--- src/rtl/alu_pkg.sv ---
// Shared definitions for the ALU control decoder and the iterative execute unit.
// Holds the fixed 4-bit ALUControl code map, the execute FSM state encoding,
// the shift-type encoding and the default datapath width.
package alu_pkg;

    localparam int XLEN_DEF = 32;

    localparam logic [3:0] ALU_AND     = 4'b0000;
    localparam logic [3:0] ALU_OR      = 4'b0001;
    localparam logic [3:0] ALU_ADD     = 4'b0010;
    localparam logic [3:0] ALU_SUB_CMP = 4'b0011;  // SUB used for branch compare
    localparam logic [3:0] ALU_SLL     = 4'b0100;
    localparam logic [3:0] ALU_SRL     = 4'b0101;
    localparam logic [3:0] ALU_SUB     = 4'b0110;
    localparam logic [3:0] ALU_SLT     = 4'b0111;
    localparam logic [3:0] ALU_SLTU    = 4'b1000;
    localparam logic [3:0] ALU_SRA     = 4'b1001;
    localparam logic [3:0] ALU_XOR     = 4'b1010;

    typedef enum logic [1:0] {
        ST_IDLE  = 2'd0,
        ST_SHIFT = 2'd1,
        ST_DONE  = 2'd2
    } state_t;

    typedef enum logic [1:0] {
        SH_SLL = 2'd0,
        SH_SRL = 2'd1,
        SH_SRA = 2'd2
    } shift_t;

    // True for the three codes handled by the iterative shifter.
    function automatic logic is_shift_code(input logic [3:0] code);
        logic r;
        case (code)
            ALU_SLL, ALU_SRL, ALU_SRA: r = 1'b1;
            default:                   r = 1'b0;
        endcase
        return r;
    endfunction

    // Maps a shift code to its shift type; non-shift codes map to SLL (unused).
    function automatic shift_t shift_type_of(input logic [3:0] code);
        shift_t r;
        case (code)
            ALU_SRL: r = SH_SRL;
            ALU_SRA: r = SH_SRA;
            default: r = SH_SLL;
        endcase
        return r;
    endfunction

endpackage

--- src/rtl/alu_core.sv ---
// Single-cycle combinational ALU datapath: AND/OR/ADD/SUB/SLT/SLTU/XOR.
// Shift codes and undefined codes fall through to ADD; shifts are handled by
// the iterative unit around this core.
// Ports:
//   i_ctrl  - 4-bit ALUControl code
//   i_a     - operand A
//   i_b     - operand B
//   o_y     - combinational result
module alu_core
    import alu_pkg::*;
#(
    parameter int XLEN = XLEN_DEF
) (
    input  logic [3:0]      i_ctrl,
    input  logic [XLEN-1:0] i_a,
    input  logic [XLEN-1:0] i_b,
    output logic [XLEN-1:0] o_y
);

    logic w_lt_s;
    logic w_lt_u;

    // Comparison flags for SLT / SLTU.
    always_comb begin
        w_lt_s = ($signed(i_a) < $signed(i_b));
        w_lt_u = (i_a < i_b);
    end

    // Operation select; ADD/SUB wrap modulo 2^XLEN.
    always_comb begin
        o_y = i_a + i_b;
        case (i_ctrl)
            ALU_AND:              o_y = i_a & i_b;
            ALU_OR:               o_y = i_a | i_b;
            ALU_SUB_CMP, ALU_SUB: o_y = i_a - i_b;
            ALU_SLT:              o_y = {{(XLEN-1){1'b0}}, w_lt_s};
            ALU_SLTU:             o_y = {{(XLEN-1){1'b0}}, w_lt_u};
            ALU_XOR:              o_y = i_a ^ i_b;
            default:              o_y = i_a + i_b;
        endcase
    end

endmodule

--- src/rtl/alu_iter_exec.sv ---
// Multi-cycle EX-stage execute unit. Non-shift operations finish one cycle
// after acceptance; shifts move the accumulator one bit per cycle, giving a
// latency of shamt+1. Valid/ready handshake on both operand input and result.
// Ports:
//   clk, rst_n            - clock, asynchronous active-low reset
//   in_valid / in_ready   - operand handshake (in_ready high only in IDLE)
//   alu_ctrl, op_a, op_b  - operation code and operands (op_b low bits = shamt)
//   out_valid / out_ready - result handshake (out_valid high only in DONE)
//   result, zero          - registered result and result==0 flag
//   busy                  - high while shifting
module alu_iter_exec
    import alu_pkg::*;
#(
    parameter int XLEN    = XLEN_DEF,
    parameter int SHAMT_W = 5
) (
    input  logic            clk,
    input  logic            rst_n,
    input  logic            in_valid,
    output logic            in_ready,
    input  logic [3:0]      alu_ctrl,
    input  logic [XLEN-1:0] op_a,
    input  logic [XLEN-1:0] op_b,
    output logic            out_valid,
    input  logic            out_ready,
    output logic [XLEN-1:0] result,
    output logic            zero,
    output logic            busy
);

    state_t               r_state;
    state_t               w_next_state;
    logic [XLEN-1:0]      r_acc;
    logic [SHAMT_W-1:0]   r_cnt;
    shift_t               r_shtype;
    logic [XLEN-1:0]      r_result;
    logic                 r_zero;
    logic                 r_in_ready;
    logic                 r_out_valid;
    logic                 r_busy;

    logic [XLEN-1:0]      w_core_y;
    logic [XLEN-1:0]      w_acc_shifted;
    logic [XLEN-1:0]      w_next_result;
    logic [SHAMT_W-1:0]   w_shamt;
    logic                 w_accept;
    logic                 w_start_shift;

    alu_core #(.XLEN(XLEN)) u_core (
        .i_ctrl (alu_ctrl),
        .i_a    (op_a),
        .i_b    (op_b),
        .o_y    (w_core_y)
    );

    // Acceptance and shift-start decode. r_in_ready is only set while IDLE.
    always_comb begin
        w_shamt       = op_b[SHAMT_W-1:0];
        w_accept      = in_valid & r_in_ready;
        w_start_shift = w_accept & is_shift_code(alu_ctrl) & (w_shamt != {SHAMT_W{1'b0}});
    end

    // One-bit step of the accumulator in the latched direction.
    always_comb begin
        w_acc_shifted = r_acc;
        case (r_shtype)
            SH_SLL:  w_acc_shifted = {r_acc[XLEN-2:0], 1'b0};
            SH_SRL:  w_acc_shifted = {1'b0, r_acc[XLEN-1:1]};
            SH_SRA:  w_acc_shifted = {r_acc[XLEN-1], r_acc[XLEN-1:1]};
            default: w_acc_shifted = r_acc;
        endcase
    end

    // Next-state and next-result logic.
    always_comb begin
        w_next_state  = r_state;
        w_next_result = r_result;
        case (r_state)
            ST_IDLE: begin
                if (w_start_shift) begin
                    w_next_state = ST_SHIFT;
                end else if (w_accept) begin
                    w_next_state = ST_DONE;
                    // A zero-amount shift passes op_a straight through.
                    w_next_result = is_shift_code(alu_ctrl) ? op_a : w_core_y;
                end else begin
                    w_next_state = ST_IDLE;
                end
            end
            ST_SHIFT: begin
                if (r_cnt == {{(SHAMT_W-1){1'b0}}, 1'b1}) begin
                    w_next_state  = ST_DONE;
                    w_next_result = w_acc_shifted;
                end else begin
                    w_next_state = ST_SHIFT;
                end
            end
            ST_DONE: begin
                if (out_ready) begin
                    w_next_state = ST_IDLE;
                end else begin
                    w_next_state = ST_DONE;
                end
            end
            default: begin
                w_next_state = ST_IDLE;
            end
        endcase
    end

    // State, result and registered handshake/status outputs.
    always_ff @(posedge clk or negedge rst_n) begin
        if (!rst_n) begin
            r_state     <= ST_IDLE;
            r_result    <= {XLEN{1'b0}};
            r_zero      <= 1'b0;
            r_in_ready  <= 1'b0;
            r_out_valid <= 1'b0;
            r_busy      <= 1'b0;
        end else begin
            r_state     <= w_next_state;
            r_result    <= w_next_result;
            r_zero      <= (w_next_result == {XLEN{1'b0}});
            r_in_ready  <= (w_next_state == ST_IDLE);
            r_out_valid <= (w_next_state == ST_DONE);
            r_busy      <= (w_next_state == ST_SHIFT);
        end
    end

    // Shift accumulator, remaining-count and latched shift type.
    always_ff @(posedge clk or negedge rst_n) begin
        if (!rst_n) begin
            r_acc    <= {XLEN{1'b0}};
            r_cnt    <= {SHAMT_W{1'b0}};
            r_shtype <= SH_SLL;
        end else if (w_start_shift) begin
            r_acc    <= op_a;
            r_cnt    <= w_shamt;
            r_shtype <= shift_type_of(alu_ctrl);
        end else if (r_state == ST_SHIFT) begin
            r_acc    <= w_acc_shifted;
            r_cnt    <= r_cnt - {{(SHAMT_W-1){1'b0}}, 1'b1};
            r_shtype <= r_shtype;
        end else begin
            r_acc    <= r_acc;
            r_cnt    <= r_cnt;
            r_shtype <= r_shtype;
        end
    end

    assign in_ready  = r_in_ready;
    assign out_valid = r_out_valid;
    assign result    = r_result;
    assign zero      = r_zero;
    assign busy      = r_busy;

endmodule

--- config.mk ---
export PLATFORM = sky130hd
export DESIGN_NAME = alu_iter_exec
export DESIGN_NICKNAME = d
export VERILOG_FILES = /design/src/rtl/alu_pkg.sv /design/src/rtl/alu_core.sv /design/src/rtl/alu_iter_exec.sv
export SDC_FILE = /design/constraint.sdc
export NUM_CORES = 1
export LEC_CHECK = 0
export CAP_MARGIN = 0
export CORE_MARGIN = 1
export CORE_UTILIZATION = 64
export CTS_CLUSTER_SIZE = 20
export DETAILED_ROUTE_END_ITERATION = 10
export PLACE_DENSITY = 0.87
export SYNTH_ARGS = -nofsm -noshare
export SYNTH_HDL_FRONTEND = slang
export SYNTH_SLANG_ARGS = --single-unit
--- constraint.sdc ---
create_clock -name clk -period 9.1 [get_ports clk]
set_input_delay 2.275 -clock clk [delete_from_list [all_inputs] [get_ports clk]]
set_output_delay 2.275 -clock clk [all_outputs]
set_load 0.1 [all_outputs]
-- After elaboration in Yosys (flattened, before gate mapping)
Index checks and enable logic that the tools add are counted.
- logic and storage cells: 66
- bits in registers: 77
- memory bits (writable): 0
- bits of input ports: 72
- latch bits: 0
- memories kept: 0
- ROM bits: 0
- div/mod/pow operators: 0
- $add $sub $neg: 3
- bitwise gates (word level): 6
- $lt $le $gt $ge: 2
- $mul: 0
- reduce and logical (&&, ||, !) cells: 9
- shift-type cells: 0
- muxes and demuxes: 21
- eq/ne operators: 16
- operators by type and width (kind ; count):
    two-way mux 32 bit ; 6
    one-hot mux 32 bit (6 select lines) ; 1
    one-hot mux 32 bit (3 select lines) ; 1
    less-than comparator 32 bit ; 2
    one-hot mux 32 bit (2 select lines) ; 1
    adder 32 bit ; 1
    AND 32 bit ; 1
    zero test 32 bit ; 1
    OR 32 bit ; 1
    subtractor 32 bit ; 1
    XOR 32 bit ; 1
    == test 4 x 3 -> 1 bit (second input constant) ; 4
    == test 4 bit (second input constant) ; 3
    two-way mux 5 bit ; 2
    two-way mux 2 bit ; 4
    == test 2 x 1 -> 1 bit (second input constant) ; 3
    == test 2 bit (second input constant) ; 3
    zero test 2 bit ; 3
    one-hot mux 2 bit (3 select lines) ; 1
    == test 5 x 1 -> 1 bit (second input constant) ; 1
    nonzero test 5 bit ; 1
    subtractor 5 x 1 -> 5 bit (second input constant) ; 1
    == test 4 x 1 -> 1 bit (second input constant) ; 1
    == test 4 x 2 -> 1 bit (second input constant) ; 1
    other kinds (7) ; 12

-- Logic depth before layout (Yosys ltp)
Gate-level depths: netlist of run 1.
- word-level depth: 12
- mapped depth: 15

-- By module
A second synthesis of run 1 with hierarchy kept.
- cells, all modules: 1396
- area, all modules: 10496.3 um^2
- modules (own cells, without submodules) (module ; area an instance (um^2) ; cells each ; times used):
    alu_iter_exec ; 5391.4 ; 600 ; 1
    alu_core ; 5104.9 ; 796 ; 1

-- Worst setup path after synthesis of run 1
Ideal clock, no wire load.
- kind: input-to-reg
- start: input op_b[10]
- end: register r_zero (netlist: zero)
- data arrival time: 5137 ps
- setup slack: 3895 ps
- required time: 9032 ps
- path buffers: 1
- stages: 13
- path through: inv_1 > ha_1 > clkbuf_1 > inv_1 > or4_1 > and3_1 > xnor2_1 > o21ai_1 > o21ai_1 > or4_1 > nor4_1 > and4_1 > and4b_1
- longest elaborated chain between the ends: 7
- elaborated cells between the ends (all ways): 13
- classes of those cells: add/sub (2); order compare (2); mux (5); bitwise (3); reduce/logical (1)
- RTL lines (item ; RTL line ; text):
    from (decl) ; alu_iter_exec.sv:23 ; input logic [XLEN-1:0] op_b,
    adder 32 bit / subtractor 32 bit (equally long branches) ; -- ;
    one-hot mux 32 bit (6 select lines) (*) ; alu_core.sv:32 ; case (i_ctrl)
    two-way mux 32 bit (*) ; alu_iter_exec.sv:85 ; w_next_result = is_shift_code(alu_ctrl) ? op_a : w_core_y;
    two-way mux 32 bit (*) ; alu_iter_exec.sv:82 ; end else if (w_accept) begin
    two-way mux 32 bit (*) ; alu_iter_exec.sv:80 ; if (w_start_shift) begin
    one-hot mux 32 bit (2 select lines) (*) ; alu_iter_exec.sv:78 ; case (r_state)
    named net w_next_result[12] ; alu_iter_exec.sv:44 ; logic [XLEN-1:0] w_next_result;
    zero test 32 bit (*) ; alu_iter_exec.sv:123 ; r_zero <= (w_next_result == {XLEN{1'b0}});
    to (signal assigned) ; alu_iter_exec.sv:123 ;
    to (decl) ; alu_iter_exec.sv:37 ; logic r_zero;
The timed path passes the listed nets; every way through them passes the cells marked *.
A chain may end at the register's enable or synchronous reset.

-- Worst setup path after layout of run 1
- start: input alu_ctrl[2]
- end: register r_zero (netlist: zero)
- longest elaborated chain between the ends: 11
- elaborated cells between the ends (all ways): 24
- classes of those cells: eq/ne (9); mux (9); bitwise (2); reduce/logical (4)
- RTL lines (item ; RTL line ; text):
    from (decl) ; alu_iter_exec.sv:21 ; input logic [3:0] alu_ctrl,
    == test 4 bit / == test 4 x 3 -> 1 bit (equally long branches) ; alu_pkg.sv:35 ; case (code)
    OR reduction 3 bit ; alu_pkg.sv:35 ;
    two-way mux 1 bit ; alu_pkg.sv:35 ;
    two-way mux 1 bit ; alu_iter_exec.sv:82 ;
    two-way mux 1 bit ; alu_iter_exec.sv:80 ;
    two-way mux 1 bit ; alu_iter_exec.sv:78 ;
    two-way mux 32 bit ; alu_iter_exec.sv:85 ;
    two-way mux 32 bit ; alu_iter_exec.sv:82 ;
    two-way mux 32 bit (*) ; alu_iter_exec.sv:80 ;
    one-hot mux 32 bit (2 select lines) (*) ; alu_iter_exec.sv:78 ;
    named net w_next_result[4] ; alu_iter_exec.sv:44 ;
    zero test 32 bit (*) ; alu_iter_exec.sv:123 ;
The timed path passes the listed nets; every way through them passes the cells marked *. The select of a mux whose other input is x is not followed.

==> results.sh, run 1 <==
export IMPL_run_status="finished clean"
export IMPL_r2r_start="r_state[0]$_DFF_PN0_"
export IMPL_wl_um=43700
export IMPL_preCtsSetupSlack_ns=2.46
export IMPL_clockRootBuffer="clkbuf_16"
export IMPL_path_class="in2reg"
export IMPL_hold_end="result[1]$_DFF_PN0_"
export IMPL_switching_power_w=0.00185
export IMPL_max_cap_viol_count=0
export IMPL_finClkSkew_ns=0.00990
export IMPL_wl_per_cell_um=24.8
export IMPL_area_growth_pct=12.7
export IMPL_setup_tns_ns=0
export IMPL_cp_arrival_ns=6.76
export IMPL_dpl_cell_area_mm2=0.0118
export IMPL_clock_latency_ns=0.34
export IMPL_synth_edf_count=0
export IMPL_postLayoutCellArea_mm2=0.0120
export IMPL_required_ns=9.37
export IMPL_maxSlewViolCount=0
export IMPL_power_leakage_nw=4.99
export IMPL_yosys_most_used_dff="dfrtp_1"
export IMPL_grt_max_degree=86
export IMPL_tightest_slew_ns=1.09
export IMPL_switching_share_pct=57.7
export IMPL_rows=46
export IMPL_r2r_end="zero$_DFF_PN0_"
export IMPL_synth_yosys_seq_area_share_pct=18.0
export IMPL_ant_nets=0
export IMPL_synth_area_per_cell_um2=7.10
export IMPL_grt_pass1_vias=11700
export IMPL_reg2reg_depth=11
export IMPL_synth_cells=1505
export IMPL_multiInputGateArea_mm2=0.00796
export IMPL_setup_viol=0
export IMPL_p_clk_share_pct=10.1
export IMPL_async_flop_share_pct=100
export IMPL_drc=0
export IMPL_io_pins=108
export IMPL_setup_ws_ns=2.60
export IMPL_finalHoldViolations=0
export IMPL_hpwl_um=32600
export IMPL_vias_per_cell=7.42
export IMPL_finalCritPeriodShare_pct=71.4
export IMPL_hold_path_depth=2
export IMPL_hold_class="reg2reg"
export IMPL_max_freq_ghz=0.154
export IMPL_drive_gt1_share_pct=4.60
export IMPL_power_frac_seq_pct=21.6
export IMPL_clk_pin_slew_ns=0.05
export IMPL_layout_common_cells="a21oi_1 (143), o21ai_0 (143), nor2_1 (139)"
export IMPL_rsz0062_at_grt="false"
export IMPL_synthDistinctLibCells=82
export IMPL_fillCellCount=1261
export IMPL_worst_slew_margin_rel_pct=26.9
export IMPL_core_area_mm2=0.0161
export IMPL_irDropWorstVdd_mv=0.263
export IMPL_min_from="result[1]$_DFF_PN0_"
export IMPL_cts_max_level=3
export IMPL_cellInternalPower_w=0.00136
export IMPL_yosysWarnings=0
export IMPL_dp_cells=1746
export IMPL_cts_made_buffers=9
export IMPL_ys_ff_latch=77
export IMPL_track_usage_pct=49.5
export IMPL_drt_iter0_markers=2361
export IMPL_final_util_pct=74.7
export IMPL_port_buffers=107
export IMPL_crit_path_end_kind="flop"
export IMPL_rrSetupSlack_ns=4.80
export IMPL_cp_start_kind="primary input"
export IMPL_cts_tree="yes"
export IMPL_gp_congestion=1.03
export IMPL_cts_sinks=77
export IMPL_start_util_pct=66.3
export IMPL_cts_resized=0
export IMPL_die_area_mm2=0.0172
export IMPL_grt_pass1_wl_um=66700
export IMPL_antenna_found_initial=1
export IMPL_syn_nets=1677
export IMPL_cts_setup_buffers=0
export IMPL_crit_fanout=24
export IMPL_drtPass1Iterations=8
export IMPL_layout_nets=1713
export IMPL_antenna_cells=0
export IMPL_grt_overflow=0
export IMPL_p_comb_share_pct=68.3
export IMPL_crit_start="alu_ctrl[2]"
export IMPL_fp_dieW_um=131
export IMPL_seq_area_mm2=0.00193
export IMPL_clock_tree_buffer_depth=2
export IMPL_synthesis_area_mm2=0.0107
export IMPL_cts_hold_buf=0
export IMPL_power_density_mw_per_mm2=267
export IMPL_vias=13100
export IMPL_instances_no_fill=1761
export IMPL_min_period_ns=6.50
export IMPL_die_h_um=131
## Yosys cell counts (8+ instances only)
library cell  instances  area [um^2]
o21a_1               13         97.6
clkbuf_1             63          236
a21o_1               14          105
nor4_1               14         87.6
mux2i_1              26          260
or3_1                16          100
inv_1               111          417
a211oi_1             20          150
nor2b_1              31          194
o21ai_0             143          716
a22oi_1              15          113
nand2b_1             27          169
xnor2_1              23          201
a21oi_1             144          721
nand2_1             115          432
a221oi_1             14          123
o221ai_1             13          114
dfrtp_1              77         1930
nand4_1              20          125
o21bai_1             14          105
nor3_1               39          195
a31oi_1              14         87.6
ha_1                 98         1230
o31a_1                8         70.1
a22o_1                9         78.8
o31ai_1              23          173
o21ai_1              11         55.1
and2_1                8         50.1
and3_1                9         56.3
nand3_1              28          140
buf_1                12         45.0
o22ai_1              11         68.8
o211ai_1             37          278
buf_2                22          110
nor2_1              139          522
## layout make-up
type                    instances  share of cell area, %
repair buffers                123                   9.87
flip-flops and latches         77                   16.0
clock inverters                 5                  0.229
well taps                     216                   2.24
clock buffers                  10                   1.98
multi-input cells            1215                   66.1
inverters                     115                   3.58
## power by group through the flow
stage          sequential [W]  clock, W  combinational [W]
2_1_floorplan         0.00114         0            0.00103
3_3_place_gp         0.000668         0            0.00203
3_5_place_dp         0.000676         0            0.00208
4_1_cts              0.000677  0.000323            0.00211
5_1_grt              0.000704  0.000337            0.00229
6_report             0.000693  0.000326            0.00219
## worst max-delay path: stages
cell and delay (ns):
clkdlybuf4s50_1 0.97, nor2_1 0.67, a21oi_1 0.16, o21ai_1 0.39, buf_4 0.38, a21oi_1 0.13, a221o_1 0.36, nor2_1 0.10
nand4bb_1 0.12, or4_1 0.55, nor4_1 0.24, and4_1 0.20, and4b_1 0.20
## worst max path at each step
| stage | end | slack [ns] |
|---|---|---|
| floorplan | zero$_DFF_PN0_ | 3.89 |
| global placement | zero$_DFF_PN0_ | 2.59 |
| CTS | zero$_DFF_PN0_ | 2.78 |
| finish | zero$_DFF_PN0_ | 2.60 |
| global route | zero$_DFF_PN0_ | 2.49 |
| detailed placement | zero$_DFF_PN0_ | 2.46 |
## per-stage QoR
step	power (W)	hold slack, ns
after global routing	0.00333	0.566
after global placement	0.00270	0.536
after detailed placement	0.00275	0.538
final	0.00321	0.551
after floorplan	0.00217	0.539
after CTS	0.00311	0.549
## flip-flops by register name, summed over array words and instances, names as in the netlist
name / flops
busy: 1
in_ready: 1
out_valid: 1
result: 32
r_cnt: 5
r_shtype: 2
r_state: 2
r_acc: 32
zero: 1
## cell families after synthesis
family	Yosys count	share of synthesized area [%]
compound gates	568	34.4
simple gates	484	22.3
buf+inv	213	7.81
fa+ha+maj	101	11.9
flops	77	18.0
mux	33	3.17
xor+xnor	29	2.38
## layer usage
layer	part of all wire [%]	routed length [um]	global-route usage, %	vias up
li1	-	-	-	5588
met1	38	16600	67.3	5998
met2	40	17600	70.4	1230
met3	16	7150	15.1	252
met4	5.4	2350	24.2	2
met5	0.030	13	0	-
Power figures use the tool's default switching activity.
==> run 2: changes to the inputs <==
Settings changed: CORE_UTILIZATION 64 to 54, PLACE_DENSITY 0.87 to 0.78.
Clock period 9.1 ns to 5.8 ns, I/O delays scaled along.
==> results.sh, run 2 (same netlist as run 1, synthesis figures left out) <==
export IMPL_start_util_pct=54.9
export IMPL_grt_pass1_vias=11600
export IMPL_area_growth_pct=17.4
export IMPL_port_buffers=107
export IMPL_drt_iter0_markers=1729
export IMPL_layout_nets=1768
export IMPL_cts_sinks=77
export IMPL_drtPass1Iterations=6
export IMPL_ant_nets=0
export IMPL_rows=51
export IMPL_hold_path_depth=2
export IMPL_crit_fanout=11
export IMPL_clock_tree_buffer_depth=2
export IMPL_max_cap_viol_count=0
export IMPL_cts_tree="yes"
export IMPL_p_clk_share_pct=11.5
export IMPL_wl_per_cell_um=24.6
export IMPL_min_period_ns=5.44
export IMPL_postLayoutCellArea_mm2=0.0125
export IMPL_gp_congestion=1.03
export IMPL_vias_per_cell=6.92
export IMPL_switching_share_pct=56.8
export IMPL_core_area_mm2=0.0195
export IMPL_finalCritPeriodShare_pct=93.8
export IMPL_required_ns=6.08
export IMPL_irDropWorstVdd_mv=0.312
export IMPL_drc=0
export IMPL_whs_ns=0.575
export IMPL_grt_pass1_wl_um=68700
export IMPL_cts_max_level=3
export IMPL_cts_resized=0
export IMPL_crit_path_end_kind="flop"
export IMPL_dpl_cell_area_mm2=0.0122
export IMPL_tightest_slew_ns=1.14
export IMPL_switching_power_w=0.00292
export IMPL_track_usage_pct=44.9
export IMPL_antenna_cells=0
export IMPL_final_util_pct=64.5
export IMPL_grt_max_degree=78
export IMPL_die_area_mm2=0.0204
export IMPL_io_pins=108
export IMPL_cp_start_kind="primary input"
export IMPL_antenna_found_initial=1
export IMPL_vias=12900
export IMPL_finalHoldViolations=0
export IMPL_run_status="finished clean"
export IMPL_setup_viol=0
export IMPL_rsz0062_at_grt="false"
export IMPL_cts_setup_buffers=0
export IMPL_drive_gt1_share_pct=7.87
export IMPL_max_freq_ghz=0.184
export IMPL_wl_um=45900
export IMPL_dp_cells=1850
export IMPL_cts_made_buffers=9
export IMPL_hold_class="reg2reg"
export IMPL_power_density_mw_per_mm2=410
export IMPL_reg2reg_depth=12
export IMPL_power_leakage_nw=5.26
export IMPL_maxSlewViolCount=0
export IMPL_fp_dieW_um=143
export IMPL_layout_common_cells="a21oi_1 (143), o21ai_0 (143), nor2_1 (139)"
export IMPL_finClkSkew_ns=0.00845
export IMPL_power_frac_seq_pct=21.6
export IMPL_hpwl_um=36000
export IMPL_cp_arrival_ns=5.72
export IMPL_worst_slew_margin_rel_pct=23.3
export IMPL_clockRootBuffer="clkbuf_16"
export IMPL_cts_hold_buf=0
export IMPL_p_comb_share_pct=66.9
export IMPL_setup_tns_ns=0
export IMPL_clock_latency_ns=0.34
export IMPL_die_h_um=143
export IMPL_grt_overflow=0
export IMPL_instances_no_fill=1866
export IMPL_clk_pin_slew_ns=0.07
export IMPL_cellInternalPower_w=0.00222
export IMPL_rrSetupSlack_ns=1.65
export IMPL_path_class="in2reg"
## run 2: per-layer routing
metal | wire, um | vias to the layer above | part of all wire (%) | global-route usage (%)
met5 | 13 | - | 0.028 | 0
met3 | 6600 | 158 | 14 | 12.4
met2 | 18800 | 980 | 41 | 65.3
met1 | 18700 | 6067 | 41 | 63.0
met4 | 1740 | 2 | 3.8 | 16.2
li1 | - | 5713 | - | -
## run 2: layout make-up
| class | count | area, um^2 |
|---|---|---|
| clock inverters | 6 | 71.3 |
| repair buffers | 178 | 1600 |
| inverters | 115 | 432 |
| clock buffers | 10 | 229 |
| flip-flops and latches | 77 | 1930 |
| well taps | 265 | 332 |
| fillers | 1793 | 6910 |
| multi-input cells | 1215 | 7960 |
## run 2: final timing paths
| path | startpoint | endpoint |
|---|---|---|
| setup / recovery | op_a[7] | zero$_DFF_PN0_ |
| hold / removal | result[30]$_DFF_PN0_ | result[30]$_DFF_PN0_ |
| setup reg to reg | r_cnt[1]$_DFFE_PN0P_ | zero$_DFF_PN0_ |
| hold reg to reg | result[30]$_DFF_PN0_ | result[30]$_DFF_PN0_ |
| max in group asynchronous | rst_n | r_shtype[0]$_DFFE_PN0P_ |
| min in group asynchronous | rst_n | r_acc[1]$_DFFE_PN0P_ |
## run 2: stage by stage
stage | total power [W] | setup slack, ns
floorplan | 0.00340 | 1.42
global placement | 0.00438 | 0.0688
detailed placement | 0.00442 | 0.129
CTS | 0.00502 | 0.473
global route | 0.00535 | 0.218
finish | 0.00514 | 0.357
## run 2: critical path: stages
cell             delay, ns
clkdlybuf4s50_1       0.74
inv_1                 0.09
ha_1                  0.57
a21oi_1               0.17
o21a_1                0.26
or3_1                 0.39
and3_1                0.22
xnor2_1               0.14
o21ai_1               0.13
o21ai_1               0.10
or4_1                 0.62
nor4_1                0.40
and4_1                0.25
and4b_1               0.19
## run 2: power by group through the flow
stage	clock network [W]	registers [W]	logic [W]
6_report	0.000591	0.00111	0.00344
5_1_grt	0.000606	0.00113	0.00362
4_1_cts	0.000585	0.00109	0.00334
3_5_place_dp	0	0.00110	0.00332
3_3_place_gp	0	0.00109	0.00329
2_1_floorplan	0	0.00179	0.00161
